[config.mk]
export PLATFORM = sky130hd
export DESIGN_NAME = led_matrix_pwm_driver
export DESIGN_NICKNAME = d
export VERILOG_FILES = /design/src/rtl/led_matrix_pwm_driver.sv
export SDC_FILE = /design/constraint.sdc
export NUM_CORES = 1
export LEC_CHECK = 0
export BUFFER_PORTS_ARGS = -buffer_cell sky130_fd_sc_hd__buf_4
export CAP_MARGIN = 5
export CORE_ASPECT_RATIO = 1.5
export CORE_MARGIN = 3
export CORE_UTILIZATION = 60
export CTS_BUF_LIST = sky130_fd_sc_hd__clkbuf_8
export CTS_CLUSTER_DIAMETER = 200
export DETAILED_ROUTE_END_ITERATION = 6
export GPL_ROUTABILITY_DRIVEN = 0
export GPL_TIMING_DRIVEN = 1
export PLACE_DENSITY = 0.83
export SYNTH_ARGS = -nofsm -noshare
export SYNTH_HDL_FRONTEND = slang
export SYNTH_SLANG_ARGS = --single-unit
[constraint.sdc]
create_clock -name clk -period 7.27 [get_ports clk]
set_input_delay 0.3635 -clock clk [delete_from_list [all_inputs] [get_ports clk]]
set_output_delay 0.3635 -clock clk [all_outputs]
set_load 0.02 [all_outputs]
[src/rtl/led_matrix_pwm_driver.sv]
// Purpose : scans an N_ROWS x N_COLS LED matrix one column at a time, with per-pixel PWM,
//           a global dimmer, and all-off blanking at the start of every column slot.
// Latency : every output is registered and shows the scan state one clk after it is reached;
//           a frame accepted on fb_valid & fb_ready is shown from the next column-0 boundary.
// Backpressure: fb_ready drops while a captured frame waits in the shadow buffer and rises
//           again the cycle after the shadow is moved into the active buffer.
//
// Ports:
//   clk, rst            clock, asynchronous active-high reset
//   fb_data/valid/ready frame input; pixel (c,r) = fb_data[(c*N_ROWS+r)*PWM_BITS +: PWM_BITS]
//   global_dim          brightness ceiling, latched as each column slot begins its blanking
//   rows, cols          matrix drive, polarity set by ROW_ACTIVE_LOW / COL_ACTIVE_LOW
//   frame_start         one-cycle pulse on the first blank cycle of column 0
module led_matrix_pwm_driver #(
  parameter int N_ROWS       = 8,
  parameter int N_COLS       = 4,
  parameter int PWM_BITS     = 3,
  parameter int TICK_DIV     = 375,
  parameter int BLANK_CYCLES = 8,
  parameter bit ROW_ACTIVE_LOW = 1'b0,
  parameter bit COL_ACTIVE_LOW = 1'b1
) (
  input  logic                                clk,
  input  logic                                rst,
  input  logic [N_COLS*N_ROWS*PWM_BITS-1:0]   fb_data,
  input  logic                                fb_valid,
  output logic                                fb_ready,
  input  logic [PWM_BITS-1:0]                 global_dim,
  output logic [N_ROWS-1:0]                   rows,
  output logic [N_COLS-1:0]                   cols,
  output logic                                frame_start
);

  localparam int FB_W = N_COLS * N_ROWS * PWM_BITS;
  localparam int CW   = (N_COLS > 1)       ? $clog2(N_COLS)       : 1;
  localparam int TW   = (TICK_DIV > 1)     ? $clog2(TICK_DIV)     : 1;
  localparam int BW   = (BLANK_CYCLES > 1) ? $clog2(BLANK_CYCLES) : 1;

  localparam logic [CW-1:0]       COL_LAST   = CW'(N_COLS - 1);
  localparam logic [TW-1:0]       TICK_LAST  = TW'(TICK_DIV - 1);
  localparam logic [BW-1:0]       BLANK_LAST = BW'(BLANK_CYCLES - 1);
  localparam logic [PWM_BITS-1:0] PWM_LAST   = '1;

  // XOR masks turning an "active" bit vector into pin levels.
  localparam logic [N_ROWS-1:0] ROWS_OFF = {N_ROWS{ROW_ACTIVE_LOW}};
  localparam logic [N_COLS-1:0] COLS_OFF = {N_COLS{COL_ACTIVE_LOW}};

  typedef enum logic {
    ST_BLANK = 1'b0,
    ST_ON    = 1'b1
  } state_t;

  state_t              state_q, state_d;
  logic [CW-1:0]       col_q, col_d;
  logic [BW-1:0]       blank_cnt_q, blank_cnt_d;
  logic [TW-1:0]       tick_cnt_q, tick_cnt_d;
  logic [PWM_BITS-1:0] pwm_cnt_q, pwm_cnt_d;
  logic [PWM_BITS-1:0] dim_lat_q, dim_lat_d;
  logic [FB_W-1:0]     shadow_q, shadow_d;
  logic [FB_W-1:0]     active_q, active_d;
  logic                pending_q, pending_d;
  logic                fb_ready_q, fb_ready_d;
  logic [N_ROWS-1:0]   rows_q, rows_d;
  logic [N_COLS-1:0]   cols_q, cols_d;
  logic                frame_start_q, frame_start_d;

  logic                slot_end;
  logic                frame_wrap;
  logic [PWM_BITS-1:0] pix;
  logic [N_ROWS-1:0]   lit;
  logic [N_COLS-1:0]   col_sel;

  always_comb begin
    state_d       = state_q;
    col_d         = col_q;
    blank_cnt_d   = blank_cnt_q;
    tick_cnt_d    = tick_cnt_q;
    pwm_cnt_d     = pwm_cnt_q;
    dim_lat_d     = dim_lat_q;
    shadow_d      = shadow_q;
    active_d      = active_q;
    pending_d     = pending_q;
    pix           = '0;
    lit           = '0;
    col_sel       = '0;

    slot_end   = (state_q == ST_ON) && (tick_cnt_q == TICK_LAST) && (pwm_cnt_q == PWM_LAST);
    frame_wrap = slot_end && (col_q == COL_LAST);

    // Scan sequencing
    case (state_q)
      ST_BLANK: begin
        if (blank_cnt_q == BLANK_LAST) begin
          state_d     = ST_ON;
          blank_cnt_d = '0;
          tick_cnt_d  = '0;
          pwm_cnt_d   = '0;
        end else begin
          blank_cnt_d = blank_cnt_q + 1'b1;
        end
      end
      default: begin
        if (tick_cnt_q == TICK_LAST) begin
          tick_cnt_d = '0;
          if (pwm_cnt_q == PWM_LAST) begin
            state_d   = ST_BLANK;
            pwm_cnt_d = '0;
            col_d     = (col_q == COL_LAST) ? '0 : col_q + 1'b1;
            // Latching here keeps a dimmer change from reshaping a slot already lit.
            dim_lat_d = global_dim;
          end else begin
            pwm_cnt_d = pwm_cnt_q + 1'b1;
          end
        end else begin
          tick_cnt_d = tick_cnt_q + 1'b1;
        end
      end
    endcase

    // Double buffer: the swap looks at pending_q, so a frame captured on the
    // boundary edge itself waits for the following boundary.
    if (frame_wrap && pending_q) begin
      active_d  = shadow_q;
      pending_d = 1'b0;
    end
    if (fb_valid && fb_ready_q) begin
      shadow_d  = fb_data;
      pending_d = 1'b1;
    end
    fb_ready_d = !pending_d;

    // Output decode from the current scan state
    if (state_q == ST_ON) begin
      col_sel[col_q] = 1'b1;
      for (int r = 0; r < N_ROWS; r++) begin
        pix    = active_q[(int'(col_q) * N_ROWS + r) * PWM_BITS +: PWM_BITS];
        lit[r] = (pwm_cnt_q < pix) && (pwm_cnt_q < dim_lat_q);
      end
    end
    rows_d        = lit ^ ROWS_OFF;
    cols_d        = col_sel ^ COLS_OFF;
    frame_start_d = (state_q == ST_BLANK) && (blank_cnt_q == '0) && (col_q == '0);
  end

  always_ff @(posedge clk or posedge rst) begin
    if (rst) begin
      state_q       <= ST_BLANK;
      col_q         <= '0;
      blank_cnt_q   <= '0;
      tick_cnt_q    <= '0;
      pwm_cnt_q     <= '0;
      dim_lat_q     <= '0;
      shadow_q      <= '0;
      active_q      <= '0;
      pending_q     <= 1'b0;
      fb_ready_q    <= 1'b1;
      rows_q        <= ROWS_OFF;
      cols_q        <= COLS_OFF;
      frame_start_q <= 1'b0;
    end else begin
      state_q       <= state_d;
      col_q         <= col_d;
      blank_cnt_q   <= blank_cnt_d;
      tick_cnt_q    <= tick_cnt_d;
      pwm_cnt_q     <= pwm_cnt_d;
      dim_lat_q     <= dim_lat_d;
      shadow_q      <= shadow_d;
      active_q      <= active_d;
      pending_q     <= pending_d;
      fb_ready_q    <= fb_ready_d;
      rows_q        <= rows_d;
      cols_q        <= cols_d;
      frame_start_q <= frame_start_d;
    end
  end

  assign fb_ready    = fb_ready_q;
  assign rows        = rows_q;
  assign cols        = cols_q;
  assign frame_start = frame_start_q;

endmodule

### Word level (Yosys, flattened, before mapping)

Cells that the tools add are included.

* register bits: 228
* word-level logic and storage cells: 99

* add/subtract/negate cells: 11
* multiply operators: 8
* magnitude comparators: 11
* equality and inequality tests: 5
* shift-type cells: 8
* muxes and demuxes: 19
* bitwise operators: 2
* reduce and logical (&&, ||, !) cells: 22

Operators by type and width (number)
* $shiftx A96 B9 Y3: 7
* $shiftx A96 B8 Y3: 1
* $mul A6 B2 Y8 const B: 7
* $lt A3 B3 Y1: 9
* $mux W9: 3
* $add A5 B3 Y6 const B: 4
* $logic_and A1 B1 Y1: 16
* $mux W3: 5
* $add A5 B2 Y6 const B: 2
* $add A9 B1 Y9 const B: 1
* $eq A9 B9 Y1 const B: 1
* $mux W8: 1
* $mux W1: 7
* $add A3 B1 Y3 const B: 2
* $add A5 B1 Y6 const B: 1
* $eq A3 B3 Y1 const B: 2
* $mul A2 B2 Y4 const B: 1
* $mux W4: 1
* $not A4 Y4: 1
* $logic_not A3 Y1: 1
* $lt A2 B3 Y1 const B: 1
* $reduce_and A3 Y1: 1
* $add A2 B1 Y2 const B: 1
* $demux W1 S2: 1
* 9 further kinds: 9

### Depth between registers and ports, before layout

Gate-level depths: netlist (run 1).

* depth after elaboration: 8
* mapped depth: 8
* depth with buffers taken out: 6

### Worst setup path before layout (run 1)

OpenSTA, ideal clock, no wires.

* path kind: register to register
* start: register col_q[0]
* end: register rows_q[6] (netlist: rows[6])
* library setup time: 0.125 ns
* arrival time: 2.016 ns
* slack: 5.128 ns
* cell stages (with the launch flop): 9
* buffers on the path: 2
* clock period less this slack: 2.142 ns
* path through: dfrtp_1 buf_2 buf_2 mux4_2 inv_1 ha_1 nand2_1 nor2_1 a2111oi_0

* word-level cells in the longest chain between the ends: 6

Ends and longest elaborated chain
* start, declared: line 54 `logic [CW-1:0] col_q, col_d;`
* start signal, assigned: line 162 `col_q <= col_d;`
* $add A5 B3 Y6: line 136 `pix = active_q[(int'(col_q) * N_ROWS + r) * PWM_BITS +: PWM_BITS];`
* $mul A6 B2 Y8: line 136
* $shiftx A96 B9 Y3: line 136
* $lt A3 B3 Y1: line 137 `lit[r] = (pwm_cnt_q < pix) && (pwm_cnt_q < dim_lat_q);`
* $logic_and A1 B1 Y1: line 137
* $mux W8: line 133 `if (state_q == ST_ON) begin`
* named net lit[6]: line 70 `logic [N_ROWS-1:0] lit;`
* end signal, assigned: line 171 `rows_q <= rows_d;`
* end, declared: line 63 `logic [N_ROWS-1:0] rows_q, rows_d;`

The timed path passes the listed nets, and every way through them passes these cells.
A chain may end at the register's enable or synchronous reset.

### Worst setup path after layout (run 1)

* start: register col_q[1]
* end: register active_q[60]

* word-level cells in the longest chain between the ends: 3

Ends and longest elaborated chain
* $eq A2 B2 Y1: line 88 `frame_wrap = slot_end && (col_q == COL_LAST);`
* $logic_and A1 B1 Y1: line 88
* $logic_and A1 B1 Y1: line 122 `if (frame_wrap && pending_q) begin`
* end signal, assigned: line 168 `active_q <= active_d;`
* end, declared: line 60 `logic [FB_W-1:0] active_q, active_d;`

No other way between the ends.

==> flow_summary_export.csv, run 1 <==
group,metric,value,unit
die,dieArea,17820,um^2
critical_path,worstSetupPathType,"register to register",
placed_design,dp_hpwl,12470,um
sta,period_share,0.4198,
worst_hold_path,hp-class,"primary input to register",
yosys,synth_edf_count,0,
grt,grtUsageTotal,0.2207,
critical_path,crit_fanout,96,
sta,max_freq,327.7,MHz
sta,finClkSkew,0.02261,ns
clocking,h-tree-depth,2,
grt,grt_pass1_vias,6325,
yosys,synth_flop_cell,"dfrtp_1",
die,core,15770,um^2
critical_path,crit_family,"buffers and inverters",
critical_path,reg2reg_to,"active_q[60]",
critical_path,slowest_stage,"buf_4",
clocking,cts-resized-gates,0,
routing,drc,0,
routing,drt-initial-drc-count,284,
finish,area_delta_synth_final,16.79,%
die,die_y,162.0,um
finish,antennaDiodeCount,0,
placed_design,place_inst,941,
clocking,cts_hold_buffers,0,
die,die_x,110.0,um
power_and_ir_drop,power_leakage,5.522,nW
sta,rsz0062_at_grt,"false",
sta,setup_viol_count_final,0,
critical_path,worstSetupEndpointType,"register",
sta,tightest_slew,1.237,ns
routing,drt_wl_total,18820,um
die,io_pins,116,
clocking,worstSkewPairLatency,0.49,ns
critical_path,rr_startpoint,"col_q[1]",
sta,final.setup.tns,0,ns
finish,instances_no_fill,999,
clocking,cts_made_buffers,35,
clocking,cts_setup_buffers,0,
yosys,syn_nets,784,
grt,grt_overflow,0,
yosys,syn_area_per_cell,14.91,um^2
critical_path,cp-startpoint,"col_q[1]",
critical_path,ff2ff_setup_slack,4.22,ns
yosys,seq_area_frac_synth,0.5868,
power_and_ir_drop,peakVddDrop,0.2234,mV
sta,hold_viol,0,
grt,grt_pass1_wl,30870,um
placed_design,portBuffers,115,
sta,slew_headroom,0.1752,
yosys,ys_ff_latch,228,
routing,ant_nets,0,
critical_path,crit_arrival,3.42,ns
routing,wl_per_cell,18.84,um
grt,grt_max_degree,163,
critical_path,worst_ep_required_time,7.63,ns
clocking,root_buffer,"clkbuf_8",
grt,antenna_found_initial,0,
clocking,clk_path_buf_depth,3,
finish,fillers,1054,
clocking,cts_tree,"done",
critical_path,crit_chain,"ha_1 -> and3_1 -> nand4_4 -> buf_4 -> mux2_2",
finish,drive_above_1_share,0.4384,
outcome,status,"finished clean",
yosys,synthArstFlopShare,1.000,
yosys,synth.cell_area,9733,um^2
sta,drv_slew,0,
sta,fin_crit,3.052,ns
power_and_ir_drop,total_power,2.945,mW
die,fp-row-count,56,
flow_run,drv_cap,0,
critical_path,cp.buffers_inverters,1,
placed_design,place_ws,4.260,ns
die,initial_core_util,0.6174,
critical_path,reg2reg_depth,5,
yosys,ys.warnings.count,0,
routing,via_count,5694,
routing,drt_pass1_iterations,4,
clocking,numClockSinks,228,
critical_path,max_stage_delay,0.92,ns
worst_hold_path,holdPathStages,2,
worst_hold_path,min_from,"fb_data[73]",
routing,vias_per_cell,5.700,
finish,nets,906,
worst_hold_path,whs_endpoint,"shadow_q[73]",
power_and_ir_drop,power.density,259.1,nW/um^2
yosys,ys_types,37,
yosys,synthCells,653,
sta,fin_ws,4.218,ns
critical_path,crit_path_start_kind,"register",
clocking,clkTransAtPathRegs,0.06,ns
sequential cells by signal, indices dropped and copies added, names as in the netlist:
signal,flops
active_q,96
shadow_q,96
tick_cnt_q,9
rows,8
cols,4
blank_cnt_q,3
dim_lat_q,3
pwm_cnt_q,3
col_q,2
fb_ready,1
frame_start,1
pending_q,1
state_q,1
Yosys cell counts (all sizes together) (4+ instances only):
cell type | instances | area (um^2)
buf | 22 | 145.1
a21oi | 5 | 25.02
ha | 29 | 362.9
inv | 28 | 105.1
dfstp | 5 | 131.4
o21ai | 12 | 60.06
o22ai | 10 | 62.56
mux2 | 198 | 2230
mux4 | 16 | 360.4
nor2 | 10 | 37.54
nand3 | 5 | 25.02
a2111oi | 8 | 70.07
mux2i | 19 | 190.2
clkbuf | 11 | 41.29
dfrtp | 223 | 5580
nand4 | 4 | 40.04
nand2 | 24 | 90.09
power breakdown:
group	switching, mW	internal [mW]
Sequential	0.144	1.49
Combinational	0.101	0.204
Clock	0.450	0.555
Total	0.694	2.25
layout by cell type (no fill, tap or decap), types with 2 or more instances in the layout:
cell type    n
nand3_1      5
nor3_1       2
inv_1       40
o22ai_1     10
a21oi_1      5
dfstp_2      5
nand4_1      3
nand2_1     24
buf_4      118
mux4_2      16
mux2_1      40
ha_1        29
clkbuf_8    42
a21o_1       2
mux2i_1     19
and4_1       2
dfrtp_1    222
a2111oi_0    8
o21ai_0     12
o31ai_1      2
or2_2        2
nand2b_1     3
and3_1       2
mux2_2     158
nor2_1      10
routing by layer:
layer / share of wire / wire, um / track usage
met2: 0.54 / 10250 / 0.3920
met5: 0 / 0 / 0
met4: 0.028 / 525 / 0.07941
met1: 0.39 / 7280 / 0.2671
met3: 0.040 / 762 / 0.03658
final cells by class:
class                           instances  area [um^2]  area share
Inverter                               28        112.6    0.009906
Clock inverter                         16        91.34    0.008035
Timing Repair Buffer                  118        885.9     0.07793
Clock buffer                           42        578.1     0.05085
Multi-Input combinational cell        364         3732      0.3283
Sequential cell                       228         5713      0.5026
Tap cell                              203        254.0     0.02234
logic make-up (layout without fill, tap and decap cells):
kind of cell | count (synthesis) | after routing | share of synthesized area
AO/OA/AOI/OAI | 43 | 43 | 0.02867
XOR/XNOR | 1 | 1 | 0.0009000
adder cells (fa/ha/maj) | 29 | 29 | 0.03728
buffers and inverters | 61 | 204 | 0.02995
flip-flops | 228 | 228 | 0.5868
multiplexers | 233 | 233 | 0.2856
AND/OR/NAND/NOR | 58 | 58 | 0.03072
worst register-to-register path: cells and delay by family, from the launching register on:
kind	cells	cell delay, ns
adder cells (fa/ha/maj)	1	0.45
buffers and inverters	1	0.92
AND/OR/NAND/NOR	2	0.29
multiplexers	1	0.49
flip-flops	1	0.77
through the flow:
| step | hold WS (ns) | instance area (um^2) | utilization |
|---|---|---|---|
| after detailed placement | 0.4647 | 10700 | 0.6786 |
| after global placement | 0.4525 | 10700 | 0.6786 |
| after CTS | 0.07427 | 11370 | 0.7210 |
| after floorplan | 0.4185 | 9733 | - |
| after global routing | 0.07911 | 11370 | 0.7210 |
| final | 0.09985 | 11370 | 0.7210 |
worst max path at each step:
stage / depth (start not counted) / end / slack, ns
CTS: 5 / active_q[60] / 4.23
detailed placement: 5 / active_q[61] / 4.26
global route: 5 / active_q[60] / 4.07
floorplan: 1 / active_q[0] / 0.67
global placement: 5 / active_q[88] / 4.35
finish: 5 / active_q[60] / 4.22
(Power assumes the default switching activity.)
==> run 2, diff against run 1 <==
- CORE_UTILIZATION: 60 -> 54
- PLACE_DENSITY: 0.83 -> 0.79
- clock period: 7.27 -> 2.4 ns (I/O delays scaled with it)
==> flow_summary_export.csv, run 2 (same netlist as run 1, synthesis figures left out) <==
group,metric,value,unit
critical_path,crit_arrival,2.57,ns
sta,max_freq,455.6,MHz
sta,hold_viol,0,
routing,wl_per_cell,18.73,um
clocking,clkTransAtPathRegs,0.06,ns
sta,fin_crit,2.195,ns
clocking,cts_tree,"done",
die,die_x,115.6,um
sta,finClkSkew,0.01715,ns
clocking,numClockSinks,228,
placed_design,portBuffers,115,
flow_run,drv_cap,0,
critical_path,max_stage_delay,0.46,ns
power_and_ir_drop,peakVddDrop,0.5686,mV
finish,top_regs,"active_q (96), shadow_q (96), tick_cnt_q (9)",
power_and_ir_drop,power.density,735.4,nW/um^2
sta,setup_viol_count_final,0,
power_and_ir_drop,power_leakage,6.088,nW
worst_hold_path,holdPathStages,3,
die,dieArea,19700,um^2
clocking,h-tree-depth,2,
sta,drv_slew,0,
grt,grt_pass1_vias,6927,
finish,area_delta_synth_final,30.29,%
finish,fillers,1084,
clocking,clk_path_buf_depth,3,
placed_design,dp_hpwl,13540,um
clocking,cts-resized-gates,0,
sta,tightest_slew,0.7817,ns
grt,antenna_found_initial,0,
die,die_y,170.4,um
die,core,17500,um^2
critical_path,crit_fanout,40,
critical_path,crit_chain,"ha_1 -> ha_1 -> and3_1 -> nand4_4 -> buf_4 -> mux2_2",
critical_path,worstSetupEndpointType,"register",
grt,grtUsageTotal,0.2206,
finish,antennaDiodeCount,0,
finish,nets,1024,
finish,final_cell_mix,"dfrtp_1 (222), mux2_2 (158), buf_4 (126)",
clocking,root_buffer,"clkbuf_8",
critical_path,slowest_stage,"dfrtp_1",
critical_path,ff2ff_setup_slack,0.20,ns
finish,regArea,5713,um^2
critical_path,worst_ep_required_time,2.77,ns
finish,drive_above_1_share,0.4063,
finish,instances_no_fill,1131,
sta,final.setup.tns,0,ns
clocking,cts_setup_buffers,0,
sta,rsz0062_at_grt,"false",
sta,slew_headroom,0.4778,
routing,drt-initial-drc-count,326,
finish,multiInputGateArea,3732,um^2
routing,via_count,6173,
clocking,cts_made_buffers,36,
critical_path,crit_path_start_kind,"register",
routing,drt_pass1_iterations,4,
critical_path,worstSetupPathType,"register to register",
routing,drt_wl_total,21180,um
worst_hold_path,hp-class,"primary input to register",
outcome,status,"finished clean",
critical_path,reg2reg_depth,6,
die,io_pins,116,
clocking,worstSkewPairLatency,0.50,ns
die,initial_core_util,0.5563,
sta,period_share,0.9146,
grt,grt_pass1_wl,34160,um
routing,ant_nets,0,
grt,grt_overflow,0,
critical_path,cp_common_cell,"ha_1",
routing,vias_per_cell,5.458,
die,fp-row-count,59,
finish,final_common_cell,"dfrtp_1",
grt,grt_max_degree,59,
routing,drc,0,
placed_design,place_inst,968,
[run 2: path summary, 6_finish.rpt]
path                                start            end
min in group asynchronous             rst  tick_cnt_q[1]
hold reg to reg            blank_cnt_q[2]    frame_start
setup reg to reg             pwm_cnt_q[1]   active_q[84]
setup / recovery             pwm_cnt_q[1]   active_q[84]
max in group asynchronous             rst        cols[0]
hold / removal                   fb_valid       fb_ready
[run 2: layer usage]
| layer | global-route usage | wire length [um] | up-vias |
|---|---|---|---|
| met2 | 0.4040 | 11580 | 166 |
| met3 | 0.03842 | 817 | 51 |
| met1 | 0.2571 | 8119 | 3131 |
| li1 | - | - | 2825 |
| met5 | 0 | 0 | - |
| met4 | 0.07875 | 663 | 0 |
[run 2: stage by stage]
step / worst slack [ns] / hold slack, ns / instance area (um^2) / utilization / power, mW
2_1_floorplan: -0.6959 / 0.2706 / 9737 / - / 5.487
3_3_place_gp: 0.3174 / 0.2919 / 10950 / 0.6257 / 5.863
3_5_place_dp: 0.2441 / 0.3007 / 10950 / 0.6257 / 5.966
4_1_cts: 0.2044 / 0.1570 / 12680 / 0.7248 / 9.388
5_1_grt: 0.1164 / 0.1749 / 12680 / 0.7248 / 9.737
6_report: 0.2050 / 0.1769 / 12680 / 0.7248 / 9.325
[run 2: what timing repair did]
action / 4_1_cts / 5_1_grt
setup endpoints to repair: 0 / 0
hold buffers: 100 / 0
hold endpoints to repair: 123 / 0
[run 2: power breakdown]
group / total [mW] / leakage, nW / internal [mW] / switching [mW]
Clock: 3.28 / 0.419 / 1.81 / 1.47
Sequential: 4.94 / 2.92 / 4.52 / 0.419
Combinational: 1.11 / 2.75 / 0.748 / 0.361
[run 2: critical path: cells and delay by family (launching register included)]
kind | cells | cell delay, ns
adders and majority gates | 2 | 0.45
buffers and inverters | 1 | 0.44
DFF | 1 | 0.46
muxes | 1 | 0.39
and+or+nand+nor | 2 | 0.31
[run 2: cell type report]
cell class | instances | area share
clock buffers | 49 | 0.05318
clock inverters | 14 | 0.004637
inverters | 28 | 0.008584
multi-input cells | 364 | 0.2943
flip-flops and latches | 228 | 0.4505
well taps | 213 | 0.02102
repair buffers | 235 | 0.1677
==> run 3, diff against run 2 <==
- CORE_ASPECT_RATIO: 1.5 -> 0.75
==> flow_summary_export.csv, run 3 (same netlist as run 1, synthesis figures left out) <==
group,metric,value,unit
clocking,clk_path_buf_depth,3,
routing,drc,0,
routing,wl_per_cell,18.72,um
clocking,h-tree-depth,2,
routing,ant_nets,0,
critical_path,worstSetupEndpointType,"register",
sta,tightest_slew,0.8768,ns
finish,fillers,1093,
power_and_ir_drop,peakVddDrop,0.4917,mV
power_and_ir_drop,total_power,8.984,mW
routing,vias_per_cell,5.372,
finish,instances_no_fill,1151,
grt,grtUsageTotal,0.2262,
die,die_y,122.3,um
placed_design,dp_hpwl,13730,um
power_and_ir_drop,power.density,712.6,nW/um^2
die,fp-row-count,41,
critical_path,worstSetupPathType,"register to register",
sta,drv_slew,0,
critical_path,crit_fanout,70,
clocking,cts_made_buffers,35,
sta,setup_viol_count_final,0,
sta,fin_ws,0.2660,ns
grt,grt_overflow,0,
critical_path,worst_ep_required_time,2.79,ns
critical_path,crit_path_start_kind,"register",
routing,via_count,6183,
die,dieArea,19690,um^2
power_and_ir_drop,power_leakage,6.054,nW
finish,nets,1022,
finish,final_cell_mix,"dfrtp_1 (222), mux2_2 (158), buf_4 (125)",
grt,grt_pass1_vias,6801,
sta,slew_headroom,0.4142,
clocking,root_buffer,"clkbuf_8",
routing,drt_pass1_iterations,4,
die,die_x,161.0,um
finish,multiInputGateArea,3732,um^2
sta,finClkSkew,0.01667,ns
placed_design,place_inst,990,
worst_hold_path,hp-class,"primary input to register",
die,io_pins,116,
flow_run,drv_cap,0,
finish,antennaDiodeCount,0,
clocking,cts-resized-gates,0,
sta,fin_crit,2.134,ns
die,core,17240,um^2
finish,drive_above_1_share,0.3956,
clocking,worstSkewPairLatency,0.51,ns
sta,period_share,0.8891,
finish,area_delta_synth_final,29.53,%
clocking,numClockSinks,228,
critical_path,cp-startpoint,"pwm_cnt_q[1]",
grt,antenna_found_initial,0,
placed_design,portBuffers,115,
clocking,cts_tree,"done",
die,initial_core_util,0.5647,
worst_hold_path,min_from,"fb_valid",
sta,max_freq,468.6,MHz
finish,fin_area,12610,um^2
critical_path,crit_arrival,2.52,ns
outcome,status,"finished clean",
routing,drt-initial-drc-count,263,
grt,grt_max_degree,71,
finish,top_regs,"active_q (96), shadow_q (96), tick_cnt_q (9)",
finish,regArea,5713,um^2
placed_design,place_ws,0.2594,ns
sta,holdWs,0.2359,ns
critical_path,rr_startpoint,"pwm_cnt_q[1]",
sta,hold_viol,0,
clocking,clkTransAtPathRegs,0.06,ns
routing,drt_wl_total,21550,um
sta,rsz0062_at_grt,"false",
finish,final_common_cell,"dfrtp_1",
placed_design,place_area,10970,um^2
grt,grt_pass1_wl,35230,um
run 3: cell type report:
cell class,count,area share
Clock inverter,21,0.006947
Multi-Input combinational cell,364,0.2960
Sequential cell,228,0.4532
Inverter,28,0.008634
Tap cell,236,0.02342
Clock buffer,40,0.04367
Timing Repair Buffer,234,0.1681
run 3: power by group:
group	internal (mW)	total, mW	switching (mW)
Sequential	4.52	4.95	0.431
Combinational	0.746	1.09	0.347
Clock	1.52	2.94	1.42
Total	6.78	8.98	2.20
run 3: per-layer routing:
layer  share of wire  GRT usage  wire length [um]  vias up
met5               0          0                 0        -
met4           0.016    0.06018               352        0
met3           0.055    0.04116              1177       38
met2            0.49     0.3807             10490      173
met1            0.44     0.3095              9526     3159
li1                -          -                 -     2813
run 3: path summary, 6_finish.rpt:
kind	to	cells past startpoint	slack [ns]
max in group asynchronous	active_q[80]	4	1.30
min in group asynchronous	active_q[84]	3	0.35
worst max register to register	active_q[92]	6	0.27
worst min-delay path	fb_ready	3	0.24
worst max-delay path	active_q[92]	6	0.27
worst min register to register	fb_ready	1	0.47
run 3: stage by stage:
| step | setup TNS (ns) | util |
|---|---|---|
| floorplan | -155.19 | - |
| global placement | 0 | 0.6363 |
| detailed placement | 0 | 0.6363 |
| CTS | 0 | 0.7314 |
| global route | 0 | 0.7314 |
| finish | 0 | 0.7314 |
run 3: worst max-delay path, cell delays in order (launching register included):
cell and delay, ns:
dfrtp_1 0.47, ha_1 0.24, ha_1 0.24, and3_1 0.19, nand4_4 0.11, buf_12 0.34, mux2_2 0.39
run 3: timing repair:
item                      in CTS  in global routing
hold endpoints to repair     124                  0
hold buffers                 100                  0
setup buffers                  0                  0
